<file path="src/rtl/dac_sample_sequencer.sv">
// dac_sample_sequencer: upstream feeder for the PMOD DAC SPI driver.
// Samples written by the SoC are queued in a small FIFO and released one per
// rate tick. Each release drives the driver's load/start handshake and then
// holds off for a fixed transfer window. Underrun and late ticks are reported
// as sticky flags.
// Optional build macro DAC_SEQ_HOLD_LAST_EN: an empty-FIFO tick re-sends the
// current dac_din (LOAD/START/WAIT) in addition to flagging underrun.
module dac_sample_sequencer #(
    parameter int RESOLUTION  = 16,
    parameter int DEPTH       = 16,
    parameter int XFER_CYCLES = 18
) (
    input  logic                     clk,
    input  logic                     rst_n,
    input  logic                     enable,
    input  logic [15:0]              rate_div,
    input  logic [RESOLUTION-1:0]    wr_data,
    input  logic                     wr_en,
    input  logic                     clr_flags,
    output logic                     full,
    output logic                     empty,
    output logic [$clog2(DEPTH):0]   level,
    output logic                     underrun,
    output logic                     late,
    output logic                     busy,
    output logic [RESOLUTION-1:0]    dac_din,
    output logic                     dac_load_din,
    output logic                     dac_start
);

    localparam int AW = $clog2(DEPTH);
    localparam int LW = AW + 1;
    localparam int WW = (XFER_CYCLES > 1) ? $clog2(XFER_CYCLES) : 1;

    typedef enum logic [1:0] {
        ST_IDLE,
        ST_LOAD,
        ST_START,
        ST_WAIT
    } state_t;

    state_t                  state_reg, state_next;
    logic [15:0]             rate_cnt_reg, rate_cnt_next;
    logic                    tick;
    logic [RESOLUTION-1:0]   mem [DEPTH];
    logic [AW-1:0]           wr_ptr_reg, rd_ptr_reg;
    logic [LW-1:0]           level_reg;
    logic [WW-1:0]           wait_reg, wait_next;
    logic [RESOLUTION-1:0]   din_reg;
    logic                    underrun_reg, underrun_next;
    logic                    late_reg, late_next;
    logic                    do_write, do_pop;
    logic                    load_strobe, start_strobe;

    assign full     = (level_reg == LW'(DEPTH));
    assign empty    = (level_reg == '0);
    assign do_write = wr_en && !full;

    // Rate counter: free-runs while enabled and ticks on equality with rate_div.
    // Equality (not >=) means a counter already past a lowered rate_div wraps
    // through 0xFFFF before the next tick.
    always_comb begin
        tick          = 1'b0;
        rate_cnt_next = rate_cnt_reg;
        if (!enable) begin
            rate_cnt_next = '0;
        end else if (rate_cnt_reg == rate_div) begin
            tick          = 1'b1;
            rate_cnt_next = '0;
        end else begin
            rate_cnt_next = rate_cnt_reg + 16'd1;
        end
    end

    // Sample storage; no reset so it maps onto block RAM.
    always_ff @(posedge clk) begin
        if (do_write) begin
            mem[wr_ptr_reg] <= wr_data;
        end
    end

    // FIFO pointers and occupancy; pointers wrap naturally at DEPTH.
    always_ff @(posedge clk or negedge rst_n) begin
        if (!rst_n) begin
            wr_ptr_reg <= '0;
            rd_ptr_reg <= '0;
            level_reg  <= '0;
        end else begin
            if (do_write) wr_ptr_reg <= wr_ptr_reg + 1'b1;
            if (do_pop)   rd_ptr_reg <= rd_ptr_reg + 1'b1;
            case ({do_write, do_pop})
                2'b10:   level_reg <= level_reg + 1'b1;
                2'b01:   level_reg <= level_reg - 1'b1;
                default: level_reg <= level_reg;
            endcase
        end
    end

    // Sequencer next state, strobes and sticky flags (a set beats clr_flags).
    always_comb begin
        state_next    = state_reg;
        wait_next     = wait_reg;
        do_pop        = 1'b0;
        load_strobe   = 1'b0;
        start_strobe  = 1'b0;
        underrun_next = clr_flags ? 1'b0 : underrun_reg;
        late_next     = clr_flags ? 1'b0 : late_reg;
        case (state_reg)
            ST_IDLE: begin
                if (tick) begin
                    if (!empty) begin
                        do_pop     = 1'b1;
                        state_next = ST_LOAD;
                    end else begin
                        underrun_next = 1'b1;
`ifdef DAC_SEQ_HOLD_LAST_EN
                        state_next    = ST_LOAD;
`endif
                    end
                end
            end
            ST_LOAD: begin
                load_strobe = 1'b1;
                state_next  = ST_START;
            end
            ST_START: begin
                start_strobe = 1'b1;
                wait_next    = WW'(XFER_CYCLES - 1);
                state_next   = ST_WAIT;
            end
            ST_WAIT: begin
                if (wait_reg == '0) begin
                    state_next = ST_IDLE;
                end else begin
                    wait_next = wait_reg - 1'b1;
                end
            end
            default: state_next = ST_IDLE;
        endcase
        if (tick && (state_reg != ST_IDLE)) begin
            late_next = 1'b1;
        end
    end

    // Sequencer state, counters, flags and the registered sample read.
    always_ff @(posedge clk or negedge rst_n) begin
        if (!rst_n) begin
            state_reg    <= ST_IDLE;
            rate_cnt_reg <= '0;
            wait_reg     <= '0;
            din_reg      <= '0;
            underrun_reg <= 1'b0;
            late_reg     <= 1'b0;
        end else begin
            state_reg    <= state_next;
            rate_cnt_reg <= rate_cnt_next;
            wait_reg     <= wait_next;
            underrun_reg <= underrun_next;
            late_reg     <= late_next;
            if (do_pop) begin
                din_reg <= mem[rd_ptr_reg];
            end
        end
    end

    assign level        = level_reg;
    assign underrun     = underrun_reg;
    assign late         = late_reg;
    assign busy         = (state_reg != ST_IDLE);
    assign dac_din      = din_reg;
    assign dac_load_din = load_strobe;
    assign dac_start    = start_strobe;

endmodule

</file>
<file path="config.mk">
export PLATFORM = sky130hd
export DESIGN_NAME = dac_sample_sequencer
export DESIGN_NICKNAME = d
export VERILOG_FILES = /design/src/rtl/dac_sample_sequencer.sv
export SDC_FILE = /design/constraint.sdc
export NUM_CORES = 1
export LEC_CHECK = 0
export CAP_MARGIN = 5
export CORE_ASPECT_RATIO = 0.5
export CORE_MARGIN = 2
export CORE_UTILIZATION = 40
export DETAILED_ROUTE_END_ITERATION = 8
export HOLD_SLACK_MARGIN = 0.05
export PLACE_DENSITY = 0.67
export SYNTH_ARGS = -nofsm -noshare
export SYNTH_HDL_FRONTEND = slang
export SYNTH_SLANG_ARGS = --single-unit
</file>
<file path="constraint.sdc">
create_clock -name clk -period 2.75 [get_ports clk]
set_input_delay 0.55 -clock clk [delete_from_list [all_inputs] [get_ports clk]]
set_output_delay 0.55 -clock clk [all_outputs]
set_load 0.01 [all_outputs]
</file>
==> flow_metrics.env <==
export IMPL_endpoint_kind="register"
export IMPL_place_area_sq_um=14180
export IMPL_std_cell_rows=45
export IMPL_grt_max_degree=55
export IMPL_powerDensity_nw_per_um2=710.5
export IMPL_p_leak_nw=5.316
export IMPL_synth_area_leaders="edfxtp_1 (62%), mux4_2 (12%), dfrtp_1 (11%), xor2_1 (2.3%), a22oi_1 (1.9%)"
export IMPL_yosysUniqueCellTypes=44
export IMPL_synth_top_cell_area_share_pct=61.59
export IMPL_hold_viol_final=0
export IMPL_reg2reg_to="level[4]"
export IMPL_clkSinkCount=310
export IMPL_synth_edf_count=256
export IMPL_io_pins=65
export IMPL_layout_setup_ws_ns=0.06607
export IMPL_ys_flop_type="edfxtp_1"
export IMPL_drtIter0Drc=647
export IMPL_cts_buffer_depth=3
export IMPL_grt_pass1_vias=6845
export IMPL_slew_headroom_pct=39.97
export IMPL_grt_remaining_overflow=0
export IMPL_antenna_found_initial=0
export IMPL_via_per_inst=5.253
export IMPL_die_area_sq_um=32720
export IMPL_synth_cells=670
export IMPL_syn_nets=724
export IMPL_dp_slack_ns=-0.6548
export IMPL_status="complete, no violations"
export IMPL_r2r_start="rate_cnt_reg[15]"
export IMPL_grt_usage_pct=16.57
export IMPL_finClkSkew_ns=0.01932
export IMPL_cts_tree="yes"
export IMPL_num_nets_final=867
export IMPL_n_fill_cell=2486
export IMPL_synth_seq_area_share_pct=72.42
export IMPL_grt_first_pass_wirelength_microns=40480
export IMPL_core_area_sq_um=30520
export IMPL_peakVddDrop_uv=416.2
export IMPL_largest_register_ffs=256
export IMPL_period_minus_slack_ns=2.684
export IMPL_path_clk_slew_ns=0.06
export IMPL_cts_root_buf="clkbuf_16"
export IMPL_finalMaxSlewViolations=0
export IMPL_worstSetupPathType="primary input to register"
export IMPL_finalSetupViolCount=0
export IMPL_final_util_pct=49.56
export IMPL_antenna_left=0
export IMPL_dieWidth_microns=253.8
export IMPL_holdWs_ns=0.1413
export IMPL_vias=6608
export IMPL_syn_area_sq_um=12480
export IMPL_r2r_cells=12
export IMPL_hp_class="primary input to asynchronous set/reset pin"
export IMPL_hpwl_microns=17100
export IMPL_worst_pin_slew_ns=0.8986
export IMPL_arrival_ns=3.16
export IMPL_synth_top_area_cell="edfxtp_1"
export IMPL_cts_hold_buf=0
export IMPL_htreeDepth=1
export IMPL_crit_fanout=3
export IMPL_place_gp_congestion=0.8053
export IMPL_ys_ff_latch=310
export IMPL_clkLatencyLatePin_ns=0.57
export IMPL_io_buffers=64
export IMPL_crit_required_ns=3.23
export IMPL_numCtsBuffers=28
export IMPL_ys_warn_count=0
export IMPL_initial_core_util_pct=40.90
export IMPL_routed_wl_microns=26730
export IMPL_synth_async_sr_flop_share_pct=17.42
export IMPL_areaGrowthSynthToFinish_pct=21.17
export IMPL_die_h_microns=128.9
export IMPL_avgSynthCellArea_sq_um=18.63
export IMPL_wl_per_cell_microns=21.25
export IMPL_max_freq_mhz=372.6
export IMPL_antenna_cells=0
export IMPL_post_route_drc_count=0
export IMPL_ff2ff_setup_slack_ns=0.10
export IMPL_finalCritPeriodShare_pct=97.60
export IMPL_drive_gt1_share_pct=28.02
export IMPL_rsz0062_at_grt="true"
export IMPL_post_route_cell_area_sq_um=15120
export IMPL_drtPass1Iterations=5
export IMPL_worstSetupStartpointType="primary input"
export IMPL_drv_cap=0
==> synth_stat cells (2+ instances only) <==
master	number
mux4_2	64
a21oi_1	3
xor2_1	33
nand3_1	7
nor4_2	4
ha_1	16
nor2_1	36
xnor2_1	10
clkbuf_1	17
mux2_2	8
nor3_1	7
nor4_1	3
and3_1	4
nand4_1	6
o21ai_0	7
nand2_1	40
and2_1	2
nand2b_1	4
buf_1	4
mux2_4	9
buf_2	5
edfxtp_1	256
nor2b_1	3
dfrtp_1	54
inv_1	18
a22oi_1	32
==> layout by cell type, fill, tap and decap left out, types with 10 or more instances in the layout <==
cell,instances
a22oi_1,32
buf_4,72
clkbuf_16,28
clkdlybuf4s50_1,62
dfrtp_1,52
edfxtp_1,256
ha_1,15
inv_1,17
mux4_2,64
nand2_1,40
nor2_1,24
nor2_2,12
xnor2_1,10
xor2_1,33
==> kinds of logic (layout without fill, tap and decap cells) <==
family                   Yosys count  after routing  share of synthesized area (%)
flip-flops                       310            310                          72.42
adder cells (fa/ha/maj)           17             17                          1.764
multiplexers                      81             81                          13.35
buffers and inverters             46            211                          1.624
XOR/XNOR                          43             43                          3.018
AND/OR/NAND/NOR                  122            122                          4.842
AO/OA/AOI/OAI                     51             51                          2.977
==> timing repair <==
action | in CTS | in global routing
setup endpoints to repair | 2 | 2
gates resized for setup | 6 | 1
hold endpoints to repair | 0 | 0
setup buffers | 4 | 0
pin swaps | 6 | 1
cloned | 0 | 0
==> worst max-delay path by stage <==
stage,start,endpoint,slack [ns],depth (start not counted)
floorplan,rate_div[5],level[4],-0.13,12
global placement,rate_div[9],level[4],-0.57,13
detailed placement,rate_div[1],level[4],-0.65,13
CTS,rate_div[15],level[4],-0.04,13
global route,rate_cnt_reg[9],level[4],-0.15,12
finish,rate_div[15],level[4],0.07,13
==> final cells by class <==
class	count	area (sq um)	area share (%)
Timing Repair Buffer	141	1275	8.431
Sequential cell	310	9044	59.80
Clock buffer	40	775.7	5.129
Tap cell	423	529.3	3.500
Multi-Input combinational cell	314	3316	21.92
Inverter	18	67.56	0.4468
Clock inverter	12	116.4	0.7694
==> routing by layer <==
metal  vias up  routed length (microns)  global-route usage [%]
met5         -                        0                       0
li1       2923                        -                       -
met4         0                      482                   3.737
met1      3463                    12490                   24.43
met2       181                    12370                   26.02
met3        41                     1396                   2.893
==> power breakdown <==
part / switching [mW] / total, mW / internal, mW
clock network: 1.69 / 3.77 / 2.08
logic: 0.744 / 1.26 / 0.520
registers: 0.173 / 5.71 / 5.54
total: 2.61 / 10.7 / 8.14
==> worst max-delay path, cell delays in order <==
cell	delay, ns
clkdlybuf4s50_1	0.42
xor2_1	0.17
nor4_2	0.33
nand4_2	0.19
nor4_2	0.18
ha_2	0.23
buf_4	0.13
ha_1	0.24
nor2b_1	0.14
o21ai_1	0.15
a21oi_1	0.10
nor3_2	0.17
xor2_1	0.17
==> per-stage QoR <==
stage / instances / total power [mW] / setup TNS, ns
final: 1258 / 10.75 / 0
after global routing: 1258 / 11.13 / -0.1613
after CTS: 1258 / 10.83 / -0.03663
after detailed placement: 1202 / 7.030 / -2.324
after global placement: 1202 / 6.965 / -1.385
after floorplan: 670 / 6.310 / -0.1317
No activity file was read; power rests on OpenSTA's default activity.
